`config.mk`:
```
export PLATFORM = sky130hd
export DESIGN_NAME = npu_stream_loader_flat
export DESIGN_NICKNAME = d
export VERILOG_FILES = /design/src/rtl/npu_stream_loader_if.sv /design/src/rtl/npu_stream_loader.sv /design/src/flat_wrapper.sv
export SDC_FILE = /design/constraint.sdc
export NUM_CORES = 1
export LEC_CHECK = 0
export BUFFER_PORTS_ARGS = -buffer_cell sky130_fd_sc_hd__buf_2
export CAP_MARGIN = 20
export CORE_ASPECT_RATIO = 1.75
export CORE_MARGIN = 5
export CORE_UTILIZATION = 31
export DETAILED_ROUTE_END_ITERATION = 7
export HOLD_SLACK_MARGIN = 0.06
export MAX_ROUTING_LAYER = met4
export PLACE_DENSITY_LB_ADDON = 0.05
export SLEW_MARGIN = 20
export SYNTH_ARGS = -nofsm -noshare
export SYNTH_HDL_FRONTEND = slang
export SYNTH_SLANG_ARGS = --single-unit
```
`constraint.sdc`:
```
create_clock -name CLK -period 7.75 [get_ports CLK]
set_clock_uncertainty 0.1 [all_clocks]
set_input_delay 0.3875 -clock CLK [delete_from_list [all_inputs] [get_ports CLK]]
set_output_delay 0.3875 -clock CLK [all_outputs]
set_load 0.01 [all_outputs]
```
`src/rtl/npu_stream_loader_if.sv`:
```
// npu_stream_loader_if: start/length control, config ROM port, NPU config/input FIFO pushes and host stream.
// master is the loader side, slave is the environment (host, ROM, NPU FIFOs).
interface npu_stream_loader_if #(
    parameter int ADDR_W = 11,
    parameter int CFG_W  = 26,
    parameter int DATA_W = 32,
    parameter int CNT_W  = 16
);
    logic              start;
    logic [ADDR_W-1:0] cfg_len;
    logic [CNT_W-1:0]  in_count;
    logic              busy;
    logic              done;
    logic              rom_en;
    logic [ADDR_W-1:0] rom_addr;
    logic [DATA_W-1:0] rom_data;
    logic [CFG_W-1:0]  npu_config_data;
    logic              npu_config_fifo_write_enable;
    logic              npu_config_fifo_full;
    logic [DATA_W-1:0] src_data;
    logic              src_valid;
    logic              src_ready;
    logic [DATA_W-1:0] npu_input_data;
    logic              npu_input_fifo_write_enable;
    logic              npu_input_fifo_full;

    modport master (
        input  start, cfg_len, in_count, rom_data, npu_config_fifo_full,
               src_data, src_valid, npu_input_fifo_full,
        output busy, done, rom_en, rom_addr, npu_config_data, npu_config_fifo_write_enable,
               src_ready, npu_input_data, npu_input_fifo_write_enable
    );

    modport slave (
        output start, cfg_len, in_count, rom_data, npu_config_fifo_full,
               src_data, src_valid, npu_input_fifo_full,
        input  busy, done, rom_en, rom_addr, npu_config_data, npu_config_fifo_write_enable,
               src_ready, npu_input_data, npu_input_fifo_write_enable
    );
endinterface

```
`src/rtl/npu_stream_loader.sv`:
```
// npu_stream_loader: streams cfg_len ROM words into the NPU config FIFO, then forwards in_count host words.
// A 2-entry skid buffer absorbs the one-cycle ROM latency so config pushes sustain one word per cycle.
module npu_stream_loader #(
    parameter int ADDR_W = 11,
    parameter int CFG_W  = 26,
    parameter int DATA_W = 32,
    parameter int CNT_W  = 16
) (
    input logic CLK,
    input logic RST_n,
    npu_stream_loader_if.master bus
);
    typedef enum logic [1:0] {IDLE, CFG, DATA, FIN} state_t;

    state_t            state, state_nx;
    logic [ADDR_W-1:0] len, issued, pushed, addr_q;
    logic [CNT_W-1:0]  remaining;
    logic [DATA_W-1:0] fifo_q [2];
    logic              head, pend, pop, rd, ready, xfer;
    logic [1:0]        occ, level;

    always_comb begin
        pop   = state == CFG && occ != 2'd0 && !bus.npu_config_fifo_full;
        // level is next occupancy: in-flight read lands, a pop this cycle frees a slot
        level = occ + {1'b0, pend} - {1'b0, pop};
        rd    = state == CFG && issued < len && level < 2'd2;
        ready = state == DATA && remaining != '0 && !bus.npu_input_fifo_full;
        xfer  = ready && bus.src_valid;
        state_nx = state == IDLE ? (bus.start ? CFG : IDLE) :
                   state == CFG  ? (pushed == len && occ == 2'd0 && !pend ? DATA : CFG) :
                   state == DATA ? (remaining == '0 ? FIN : DATA) : IDLE;
        bus.busy                         = state == CFG || state == DATA;
        bus.done                         = state == FIN;
        bus.rom_en                       = rd;
        bus.rom_addr                     = addr_q;
        bus.npu_config_data              = fifo_q[head][CFG_W-1:0];
        bus.npu_config_fifo_write_enable = pop;
        bus.src_ready                    = ready;
        bus.npu_input_data               = state == DATA ? bus.src_data : '0;
        bus.npu_input_fifo_write_enable  = xfer;
    end

    always_ff @(posedge CLK or negedge RST_n) begin
        if (!RST_n) begin
            state     <= IDLE;
            len       <= '0;
            issued    <= '0;
            pushed    <= '0;
            addr_q    <= '0;
            remaining <= '0;
            pend      <= 1'b0;
            occ       <= 2'd0;
            head      <= 1'b0;
            fifo_q[0] <= '0;
            fifo_q[1] <= '0;
        end else begin
            state <= state_nx;
            if (state == IDLE && bus.start) begin
                len       <= bus.cfg_len;
                remaining <= bus.in_count;
                issued    <= '0;
                pushed    <= '0;
                addr_q    <= '0;
                pend      <= 1'b0;
                occ       <= 2'd0;
                head      <= 1'b0;
            end else begin
                pend <= rd;
                occ  <= level;
                if (rd) begin
                    issued <= issued + 1'b1;
                    addr_q <= addr_q + 1'b1;
                end
                // write slot is head+occ of the current entries, independent of a same-cycle pop
                if (pend) fifo_q[head ^ occ[0]] <= bus.rom_data;
                if (pop) begin
                    head   <= ~head;
                    pushed <= pushed + 1'b1;
                end
                if (xfer) remaining <= remaining - 1'b1;
            end
        end
    end
endmodule

```
`src/flat_wrapper.sv`:
```
// flat-port wrapper written by rule: the top's interface ports become plain ports
module npu_stream_loader_flat 
#(
    parameter int ADDR_W = 11,
    parameter int CFG_W  = 26,
    parameter int DATA_W = 32,
    parameter int CNT_W  = 16
)
  (CLK, RST_n, bus_start, bus_cfg_len, bus_in_count, bus_rom_data, bus_npu_config_fifo_full, bus_src_data, bus_src_valid, bus_npu_input_fifo_full, bus_busy, bus_done, bus_rom_en, bus_rom_addr, bus_npu_config_data, bus_npu_config_fifo_write_enable, bus_src_ready, bus_npu_input_data, bus_npu_input_fifo_write_enable);
  npu_stream_loader_if #(.ADDR_W(ADDR_W), .CFG_W(CFG_W), .DATA_W(DATA_W), .CNT_W(CNT_W)) bus_i ();
  input logic CLK;
  input logic RST_n;
  input wire logic [$bits(bus_i.start)-1:0] bus_start;
  input wire logic [$bits(bus_i.cfg_len)-1:0] bus_cfg_len;
  input wire logic [$bits(bus_i.in_count)-1:0] bus_in_count;
  input wire logic [$bits(bus_i.rom_data)-1:0] bus_rom_data;
  input wire logic [$bits(bus_i.npu_config_fifo_full)-1:0] bus_npu_config_fifo_full;
  input wire logic [$bits(bus_i.src_data)-1:0] bus_src_data;
  input wire logic [$bits(bus_i.src_valid)-1:0] bus_src_valid;
  input wire logic [$bits(bus_i.npu_input_fifo_full)-1:0] bus_npu_input_fifo_full;
  output wire logic [$bits(bus_i.busy)-1:0] bus_busy;
  output wire logic [$bits(bus_i.done)-1:0] bus_done;
  output wire logic [$bits(bus_i.rom_en)-1:0] bus_rom_en;
  output wire logic [$bits(bus_i.rom_addr)-1:0] bus_rom_addr;
  output wire logic [$bits(bus_i.npu_config_data)-1:0] bus_npu_config_data;
  output wire logic [$bits(bus_i.npu_config_fifo_write_enable)-1:0] bus_npu_config_fifo_write_enable;
  output wire logic [$bits(bus_i.src_ready)-1:0] bus_src_ready;
  output wire logic [$bits(bus_i.npu_input_data)-1:0] bus_npu_input_data;
  output wire logic [$bits(bus_i.npu_input_fifo_write_enable)-1:0] bus_npu_input_fifo_write_enable;
  assign bus_i.start = bus_start;
  assign bus_i.cfg_len = bus_cfg_len;
  assign bus_i.in_count = bus_in_count;
  assign bus_i.rom_data = bus_rom_data;
  assign bus_i.npu_config_fifo_full = bus_npu_config_fifo_full;
  assign bus_i.src_data = bus_src_data;
  assign bus_i.src_valid = bus_src_valid;
  assign bus_i.npu_input_fifo_full = bus_npu_input_fifo_full;
  assign bus_busy = bus_i.busy;
  assign bus_done = bus_i.done;
  assign bus_rom_en = bus_i.rom_en;
  assign bus_rom_addr = bus_i.rom_addr;
  assign bus_npu_config_data = bus_i.npu_config_data;
  assign bus_npu_config_fifo_write_enable = bus_i.npu_config_fifo_write_enable;
  assign bus_src_ready = bus_i.src_ready;
  assign bus_npu_input_data = bus_i.npu_input_data;
  assign bus_npu_input_fifo_write_enable = bus_i.npu_input_fifo_write_enable;
  npu_stream_loader #(.ADDR_W(ADDR_W), .CFG_W(CFG_W), .DATA_W(DATA_W), .CNT_W(CNT_W)) u_core (.CLK(CLK), .RST_n(RST_n), .bus(bus_i));
endmodule
```
Yosys cells after proc, flatten, opt, wreduce, memory -nomap -nowiden
Cells that the tools add are included.

Output and inout port bits: 75. Bits of input ports: 97. Register bits after elaboration: 130. Latch bits: 0. Memories kept: 0. Memory bits (read-only): 0. RAM bits: 0.

Bitwise operators: 5. Muxes and demuxes: 25. $lt $le $gt $ge: 5. Divide/modulo/power cells: 0. Add/sub/neg operators: 6. Reductions and logical operators: 24. Shifts and indexed selects: 0. Eq/ne operators: 4. $mul: 0.

Operators by type and width (number): two-way mux 26 bit (3); two-way mux 11 bit (6); bitwise mux 64 bit (1); two-way mux 32 bit (2); adder 11 x 1 -> 11 bit (second input constant) (3); demux 32 bit (select 1 bit) (1); two-way mux 16 bit (2); logical NOT 16 bit (1); nonzero test 16 bit (1); subtractor 16 x 1 -> 16 bit (second input constant) (1); equality test 11 bit (1); logical AND 1 bit (11); < comparator 11 bit (1); two-way mux 2 bit (5); nonzero test 2 bit (4); two-way mux 1 bit (5); equality test 2 bit (second input constant) (2); greater-or-equal comparator 2 bit (second input constant) (2); logical NOT 2 bit (2); inverter 1 -> 2 bit (2); logical NOT 1 bit (3); adder 2 x 1 -> 2 bit (1); equality test 2 x 1 -> 1 bit (second input constant) (1); < comparator 2 x 1 -> 1 bit (second input constant) (1); other kinds (6) (7).

Depth between registers and ports, before layout
Gate-level depths: netlist (run 1).

Depth after elaboration: 8. Mapped depth: 15.

Worst setup path before layout (run 1)
OpenSTA, ideal clock, no wires.

Kind: flip-flop to output port. Start point: register u_core.state[1]. End point: output port bus_rom_en. Slack: 4.632 ns. Arrival time: 2.630 ns. Path buffers: 3. Cell stages (with the launch flop): 15. Data required time: 7.263 ns. Path through: dfrtp_1 -> inv_1 -> ha_1 -> nor3b_1 -> buf_2 -> ha_1 -> inv_1 -> ha_1 -> xnor2_1 -> xnor2_1 -> a211o_1 -> a21o_1 -> buf_2 -> clkbuf_1 -> inv_1.

Cells in the longest elaborated chain, start to end: 6. Elaborated cells on any way between the ends: 7. Those cells by class: add/sub (1); order compare (1); eq/ne (1); reduce/logical (4).

Ends and longest elaborated chain: from (decl) (RTL line npu_stream_loader.sv:15) `state_t state, state_nx;`; from (signal assigned) (RTL line npu_stream_loader.sv:57) `state <= state_nx;`; equality test 2 x 1 -> 1 bit (RTL line npu_stream_loader.sv:23) `pop = state == CFG && occ != 2'd0 && !bus.npu_config_fifo_full;`; logical AND 1 bit (2 in a row) (RTL line npu_stream_loader.sv:23); named net bus_npu_config_fifo_write_enable (RTL line flat_wrapper.sv:26) `output wire logic [$bits(bus_i.npu_config_fifo_write_enable)-1:0] bus_npu_config_fifo_write_enable;`; subtractor 2 x 1 -> 2 bit (RTL line npu_stream_loader.sv:25) `level = occ + {1'b0, pend} - {1'b0, pop};`; < comparator 2 bit (RTL line npu_stream_loader.sv:26) `rd = state == CFG && issued < len && level < 2'd2;`; logical AND 1 bit (RTL line npu_stream_loader.sv:26); to (decl) (RTL line flat_wrapper.sv:23) `output wire logic [$bits(bus_i.rom_en)-1:0] bus_rom_en;`.

The timed path passes the listed nets, and every way through them passes these cells.

Worst setup path after layout (run 1)
Start point: register u_core.state[1]. End point: output port bus_rom_en.

Cells in the longest elaborated chain, start to end: 6. Elaborated cells on any way between the ends: 7. Those cells by class: add/sub (1); order compare (1); eq/ne (1); reduce/logical (4).

Ends and longest elaborated chain (RTL line): equality test 2 x 1 -> 1 bit * (npu_stream_loader.sv:23, npu_stream_loader.sv:26); logical AND 1 bit (2 in a row) (npu_stream_loader.sv:23); subtractor 2 x 1 -> 2 bit (npu_stream_loader.sv:25); < comparator 2 bit (npu_stream_loader.sv:26); logical AND 1 bit * (npu_stream_loader.sv:26).

Every way passes the cells marked *; elsewhere a longest branch is shown, timed or not.

==> results of run 1 <==
## kinds of logic after synthesis
kind of cell               count (synthesis)  synth area share
buffers and inverters                     50            0.0329
AOI/OAI and AO/OA                         81            0.0748
xor gates and xnor gates                  37            0.0527
DFF                                      118             0.480
adders and majority gates                 20            0.0407
muxes                                     80             0.147
and+or+nand+nor                          190             0.172
## metal layers
metal	track usage	share of wire	up-vias	routed length, um
met1	0.151	0.38	2380	5950
met3	0.0393	0.072	16	1130
met5	-	0	-	0
met4	0.0585	0.016	0	259
li1	-	-	2361	-
met2	0.260	0.53	155	8410
## stage by stage
stage | setup slack (ns) | instances | hold WS (ns) | total power, mW | area, sq um
after floorplan | 4.63 | 576 | -0.00809 | 1.86 | 6150
after global placement | 4.11 | 964 | 0.338 | 2.17 | 7210
after detailed placement | 4.05 | 964 | 0.357 | 2.22 | 7210
after CTS | 3.65 | 1006 | 0.0613 | 3.03 | 7910
after global routing | 3.72 | 1006 | 0.0753 | 3.20 | 7910
final | 4.04 | 1006 | 0.0822 | 2.97 | 7910
## path summary, 6_finish.rpt
path	from	end	slack, ns
min	bus_in_count[1]	u_core.remaining[1]	0.08
max	u_core.state[1]	bus_rom_en	4.04
min reg2reg	u_core.fifo_q[38]	u_core.fifo_q[38]	0.40
max reg2reg	u_core.state[1]	u_core.bus.rom_addr[9]	4.26
min in group asynchronous	RST_n	u_core.remaining[12]	0.42
max in group asynchronous	RST_n	u_core.fifo_q[2]	5.76
## Yosys cell counts, drive strengths merged (8+ instances only)
master	number	area share
a21oi	20	0.016
clkbuf	19	0.012
or4	8	0.010
dfrtp	118	0.48
xnor2	26	0.037
nand2	47	0.029
or3	15	0.015
nand3	16	0.013
xor2	11	0.016
nor2	25	0.016
nand4	13	0.013
inv	22	0.013
ha	20	0.041
o21ai	42	0.035
buf	9	0.0079
mux2	79	0.15
and2	35	0.036
## worst max-delay path, delay by kind of cell (launching register included)
| kind | cells | cell delay, ns |
|---|---|---|
| AO/OA/AOI/OAI | 2 | 0.67 |
| XOR/XNOR | 2 | 0.29 |
| adder cells (fa/ha/maj) | 3 | 0.64 |
| buffers and inverters | 5 | 0.58 |
| flip-flops | 1 | 0.39 |
| AND/OR/NAND/NOR | 1 | 0.21 |
## layout make-up
class	count	share of cell area
inverter	22	0.0104
sequential	118	0.373
clock buffer	23	0.0629
tap	245	0.0387
timing repair buffer	181	0.123
multi-input combinational	408	0.379
clock inverter	9	0.0123
## sequential cells by signal (all words and copies together), names as in the netlist
| name | cells |
|---|---|
| u_core.fifo_q | 52 |
| u_core.remaining | 16 |
| u_core.bus.rom_addr | 11 |
| u_core.issued | 11 |
| u_core.len | 11 |
| u_core.pushed | 11 |
| u_core.occ | 2 |
| u_core.state | 2 |
| u_core.head | 1 |
| u_core.pend | 1 |
## where the power goes
group          internal, mW  switching, mW
clock                 0.512          0.274
sequential            0.853          0.175
combinational         0.586          0.574
## timing repair
action,in CTS,in global routing
setup buffers,0,0
hold buffers,10,0
endpoints found under the hold margin,57,0
## cells in the final DEF, fill, tap and decap left out, types with 4 or more instances in the layout
| cell type | netlist | layout |
|---|---|---|
| o31ai_1 | 5 | 5 |
| nor4_1 | 4 | 4 |
| buf_2 | 6 | 164 |
| or4_1 | 7 | 7 |
| mux2_2 | 78 | 78 |
| xor2_1 | 11 | 11 |
| clkbuf_16 | 0 | 17 |
| nor2_1 | 23 | 23 |
| buf_4 | 0 | 7 |
| dfrtp_1 | 118 | 118 |
| nand3_1 | 16 | 16 |
| ha_1 | 20 | 20 |
| a21oi_1 | 20 | 20 |
| inv_1 | 22 | 22 |
| and3_1 | 6 | 6 |
| and2_1 | 35 | 34 |
| nor3_1 | 4 | 4 |
| nand2_1 | 47 | 47 |
| clkbuf_8 | 0 | 5 |
| or3_1 | 15 | 15 |
| dlygate4sd3_1 | 0 | 10 |
| o21ai_0 | 38 | 38 |
| nand4_1 | 13 | 13 |
| clkinv_2 | 0 | 6 |
| xnor2_1 | 26 | 26 |
==> results.txt, run 1 <==
From left edge to right edge, the die measures 117 um. The half-perimeter wire length after detailed placement came out at 11.4 mm. The die covers 22,900 sq um.

The number of clock sinks is 118, and the routed wire length per instance is 15.7 um. The synthesis-stage register bit count was 118. Synthesis produced a netlist whose cell count is 576.

The data required time of the critical path was 7.26 ns; the number of buffers inserted by port buffering was 165. The run finished with clean final reports. The worst setup path is launched from a register.

In the routed design, unresolved DRC markers number 0. Traced cell by cell, the critical path runs through inv_1 -> ha_1 -> nor3b_1 -> buf_4 -> ha_1 -> inv_1 -> ha_1 -> xnor2_1 -> xnor2_1 -> a211o_1 -> a21o_2 -> inv_1 -> buf_2. The master of the slowest instance on the critical path was a21o_2.

The tools report the final count of hold timing violations as 0. The unique cell type count in the Yosys netlist was 50; the weighted congestion reported at the end of routability-driven placement was 0.787. Number of flops mapped to enable cells by yosys: 0. The core region is 19,700 sq um. The worst slew margin relative to its limit is 0.386, and the post-layout minimum cycle time is 3.71 ns.

The overall die height was 196 um; the area of the multi-input gates was 3000 sq um. The endpoint kind of the worst setup timing path was a primary output. Counting every net in the synthesized netlist gives 693.

The run gives 0 as the max-slew violation count. Post-synthesis instance area: 6150 sq um. In this run the clock root is driven by a clkbuf_16. The total negative slack for setup checks is 0 ns.

The first global-routing pass estimated 25.4 mm of wire. The proportion of layout cells with a drive suffix above 1 came out at 0.385. Number of nets in the final layout: 865. For this run, the slowest stage of the critical path takes 0.51 ns. The tools report the clock insertion delay at the later pin of the skew report as 0.42 ns. The post-route clock period utilization is 0.479. Number of cells on the worst hold path: 3. The path class of the tightest hold or removal check is input pin to register.

The CTS clock-pin slew for the worst setup and hold paths works out to 0.05 ns. During synthesis, Yosys emitted a total of 0 warnings. Count of maximum capacitance violations: 0.

After detailed routing, the total wire length is 15.7 mm. Endpoint arrival time on the critical path: 3.23 ns. The count of nets left with antenna violations once routing finished came out at 0. Entering global routing, the biggest net connects 82 pins. The run gives 68 as the number of placement rows. The depth of the CTS H-tree is 4. The count of inserted antenna diode cells is 0, and the total of endpoints with negative setup slack in the final report is 0. For the maximum clock frequency, the log shows 0.269 GHz.

Setup repair after global routing left no endpoint under its margin. The worst setup path is of the register to primary output kind. The logs give 0.147 for the all-layer global routing usage and 0.403 for the utilization after layout. The number of optimization iterations in the first detailed-route pass was 4; the via density per instance was 4.88. TritonCTS built the clock tree.

The run gives 2 as the maximum clock path buffer count. TritonCTS created 17 clock buffers. The detailed router finished its first iteration with 139 violations. Across the whole layout, storage elements account for 2950 sq um.

The run gives 0 as the post-cts sizing count. The run gives 4,912 as the total number of vias. The worst-case vdd ir drop was 0.000183 V; the total leakage power was 3.68 nW. The run gives 0.480 as the share of the yosys chip area belonging to registers. In this run the worst path has a maximum fanout of 42. For the worst flop-to-flop path, the logic depth is 13. Dividing total power by cell area gives a power density of 376 nW/um^2. The logs give 0.313 for the initial core utilization and 5,161 for the number of global-route vias before repair. The flip-flop cell with the highest count after synthesis is dfrtp_1. The remaining global-route overflow was 0; the number of primary I/O pins was 172. The average instance area after synthesis was 10.7 sq um; the slew at the pin with the worst max-slew slack was 0.921 ns.

From synthesis to final layout, the design area changed by 28.6%. The run gives 0 as the initial antenna violation count. The share of async-settable or async-resettable flops after synthesis works out to 1.00. The number of filler instances in the final layout was 1,969.
Power figures use the tool's default switching activity.
==> run 2: changes to the inputs <==
ABC_AREA = 1   (was default)
clock period = 3.3 ns   (was 7.75 ns; I/O delays follow)
==> results.txt, run 2 <==
The number of flops mapped to enable cells by yosys was 0 (unchanged); the multiplexer area fraction after synthesis was 0 (was 0.147). The run gives 0.312 (was 0.313) as the initial core utilization. The most common cell after layout, fill and taps aside is nand2_1 (was buf_2).

The half-perimeter wire length after detailed placement is 14.5 mm (was 11.4 mm). Cell type contributing the most total cell area after synthesis: dfrtp_1 (unchanged). The tools report the total die area as 25,300 sq um (was 22,900 sq um). Counting I/O delays and the setup requirement, the final critical path takes 3.02 ns. The share of the synthesized area in the top cell type is 0.431 (was 0.480), and the width of the die is 122 um (was 117 um). Leading cell types by count after synthesis: nand2_1 (386), inv_1 (123), dfrtp_1 (118) (was dfrtp_1 (118), mux2_2 (78), nand2_1 (47)). The synthesis-stage register bit count came out at 118 (unchanged). The net switching power figure is 2.95 mW (was 1.02 mW).

The area added between synthesis and finish was 32.0% (was 28.6%). The cell area power density works out to 782 nW/um^2 (was 376 nW/um^2). The core box area is 22,000 sq um (was 19,700 sq um). Classification of the worst setup path: register to primary output (unchanged).

The post-synthesis share of cell area spent on full adders, half adders and majority gates was 0.0365 (was 0.0407). The total of endpoints with negative setup slack in the final report was 0 (unchanged); the post-synthesis instance area was 6850 sq um (was 6150 sq um). Highest-count cells in the layout ignoring fill and taps: nand2_1 (385), buf_2 (164), inv_1 (123) (was buf_2 (164), dfrtp_1 (118), mux2_2 (78)). Largest family of logic cells by synthesized area: simple AND/OR/NAND/NOR gates (unchanged).

The tools report the data required time of the critical path as 3.03 ns (was 7.26 ns). The total setup buffers inserted after CTS was 0 (unchanged); the via density per instance was 4.40 (was 4.88). Number of DRC markers in iteration 0: 298 (was 139).

The post-route clock period utilization was 0.916; the fraction of synthesized cell area in xor and xnor cells was 0.0256 (was 0.0527). Register ranked first by flip-flop count: u_core.fifo_q (unchanged). The number of clock sinks came out at 118 (unchanged).

Library cell with the highest instance count after synthesis: nand2_1 (was dfrtp_1). The tools report the utilization after layout as 0.411 (was 0.403). The flip-flop cell with the highest count after synthesis is dfrtp_1 (unchanged). Clock tree root driver cell: clkbuf_16 (unchanged).

The number of global-route vias before repair is 6,630 (was 5,161). The tools report the clock buffer count from CTS as 17 (unchanged). Final count of hold timing violations: 0 (unchanged). The flow ran to the end, and the final reports show no timing, DRC or antenna violations. Setup repair after global routing left no endpoint under its margin.

For the number of placement rows, the log shows 72 (was 68). The total negative slack for setup checks is 0 ns (unchanged). The worst-case vdd ir drop is 0.000424 V (was 0.000183 V). The net switching fraction of the power was 0.416 (was 0.344). The all-layer global routing usage is 0.173 (was 0.147). The number of filler instances in the final layout is 2,474 (was 1,969), and the average instance area after synthesis is 7.04 sq um (was 10.7 sq um). Maximum clock path buffer count: 2 (unchanged). TritonCTS built the clock tree. The endpoint arrival time on the critical path was 2.76 ns (was 3.23 ns). Count of inserted antenna diode cells: 0 (unchanged). Registers with the highest flip-flop counts: u_core.fifo_q x52, u_core.remaining x16 (unchanged). The CTS clock-pin slew for the worst setup and hold paths works out to 0.05 ns (about the same). The routed wire length per instance is 13.8 um (was 15.7 um), and the number of remaining DRC errors is 0 (unchanged). The max-slew violation count was 0 (unchanged); the share of async-settable or async-resettable flops after synthesis was 1.00 (unchanged).

The tools report the unique cell type count in the Yosys netlist as 34 (was 50). The simple-gate portion of the synthesized area was 0.323 (was 0.172); the flip-flop count of the largest register, all copies and words added was 52 (unchanged). The number of optimization iterations in the first detailed-route pass is 4 (unchanged), and the initial antenna violation count is 0 (unchanged). The sequential group share of total power was 0.335 (was 0.346); the count of warnings emitted by yosys was 0 (unchanged). The proportion of layout cells with a drive suffix above 1 was 0.188 (was 0.385). The slew at the pin with the worst max-slew slack is 0.668 ns (was 0.921 ns), and the count of placed standard cells in the final layout, fillers left out is 1,491 (was 1,006).

The tools report the number of nets in the final layout as 1,299 (was 865). The post-synthesis cell count came out at 973 (was 576). The endpoint kind of the worst setup timing path is a primary output (unchanged). Critical path launch point type: a register (unchanged).

The global-route wire length before repair was 33.1 mm (was 25.4 mm); the remaining global-route overflow was 0 (unchanged). The share of the yosys chip area belonging to registers was 0.431 (was 0.480). The overall power consumption came out at 7.08 mW (was 2.97 mW). Top post-synthesis cells by area: dfrtp_1 (43%), nand2_1 (21%), inv_1 (6.7%) (was dfrtp_1 (48%), mux2_2 (14%), ha_1 (4.1%)). The logs give 0 (unchanged) for the number of nets still failing antenna checks after routing and 0.41 ns (was 0.42 ns) for the clock insertion delay at the later pin of the skew report.

The worst hold-check path type was input pin to register (unchanged). The total leakage power is 5.11 nW (was 3.68 nW), and the total number of vias is 6,561 (was 4,912). The clock group share of total power was 0.250 (was 0.264); the pin count of the biggest net entering global routing was 69 (was 82). The highest fanout seen on the critical path was 25 (was 42).

The overall die height came out at 207 um (was 196 um). The number of buffers inserted by port buffering is 165 (unchanged), and the net count after synthesis is 1,090 (was 693). The maximum clock frequency was 0.331 GHz. Cell-internal power: 4.13 mW (was 1.95 mW).

The worst slew margin relative to its limit was 0.555 (was 0.386); the weighted congestion reported at the end of routability-driven placement was 0.804 (was 0.787). The depth of the CTS H-tree is 4 (unchanged), and the final routed wirelength across all metal layers is 20.5 mm (was 15.7 mm). The count of maximum capacitance violations is 0 (unchanged). The logs give 172 (unchanged) for the number of primary I/O pins and 0.415 (was 0.390) for the combinational fraction of design power.

The post-synthesis compound-gate area fraction was 0.0860 (was 0.0748); the total instance count after detailed placement was 1,406 (was 964).
## run 2: changes by cell type in the layout (fill, tap and decap cells not counted), moves of 8 or more
cell / previous run / this run
mux2_2: 78 / 0
inv_1: 22 / 123
o21ai_0: 38 / 81
nand3_1: 16 / 53
nor2_1: 23 / 74
o21ai_2: 1 / 9
or3_1: 15 / 0
dlygate4sd3_1: 10 / 53
nand2_1: 47 / 385
xnor2_1: 26 / 7
a21oi_1: 20 / 12
and2_1: 34 / 0
## run 2: layer usage
layer	wire (um)	global-route usage	vias up	share of wire
met3	604	0.0354	20	0.029
met5	0	-	-	0
met1	8090	0.180	3014	0.39
met4	371	0.0581	0	0.018
li1	-	-	3423	-
met2	11500	0.319	104	0.56
## run 2: kinds of logic after synthesis
logic type / count (synthesis)
AND/OR/NAND/NOR: 545
buffers and inverters: 163
flip-flops: 118
AO/OA/AOI/OAI: 107
XOR/XNOR: 20
adder cells (fa/ha/maj): 20
## run 2: area by class of cell
type	count	area, sq um	share of cell area
Multi-Input combinational cell	692	3240	0.358
Sequential cell	118	2950	0.327
Timing Repair Buffer	228	1450	0.160
Clock buffer	23	488	0.0540
Inverter	125	469	0.0519
Tap cell	296	370	0.0410
Clock inverter	9	75.1	0.00830
## run 2: critical path, cell delays in order, from the launching register on
cell and delay [ns]:
dfrtp_1 0.39, inv_1 0.08, ha_1 0.21, inv_1 0.07, nor2_1 0.12, nand2_1 0.12, inv_1 0.11, ha_1 0.23
inv_1 0.05, ha_1 0.15, nand2_1 0.11, a21oi_4 0.30, nand2_8 0.20, inv_1 0.08, buf_2 0.12
## run 2: power by group through the flow
stage          Clock (mW)  Combinational [mW]  Sequential (mW)
6_report             1.77                2.94             2.37
3_3_place_gp            0                2.95             2.39
2_1_floorplan           0                2.09             2.28
5_1_grt              1.89                3.41             2.45
3_5_place_dp            0                2.96             2.39
4_1_cts              1.82                3.02             2.38
## run 2: repair_timing
action / CTS / global route
resized for setup: 0 / 1
hold endpoints to repair: 196 / 0
hold buffers: 53 / 0
setup endpoints to repair: 0 / 1
## run 2: path summary, 6_finish.rpt
path / from / end / slack [ns] / cells after the start
max: u_core.state[1] / bus_rom_en / 0.28 / 14
min: bus_in_count[4] / u_core.remaining[4] / 0.08 / 5
max reg2reg: u_core.state[1] / u_core.issued[10] / 0.68 / 15
min reg2reg: u_core.fifo_q[8] / u_core.fifo_q[8] / 0.38 / 2
max in group asynchronous: RST_n / u_core.remaining[9] / 2.25 / 3
min in group asynchronous: RST_n / u_core.len[3] / 0.11 / 2
## run 2: metrics by stage
| stage | setup slack, ns | area, sq um | hold slack [ns] |
|---|---|---|---|
| after global routing | 0.0335 | 9040 | 0.123 |
| after CTS | 0.146 | 9030 | 0.0759 |
| after detailed placement | 0.587 | 7940 | 0.00876 |
| after floorplan | 0.872 | 6850 | -0.231 |
| final | 0.277 | 9040 | 0.0790 |
| after global placement | 0.625 | 7940 | 0.0179 |
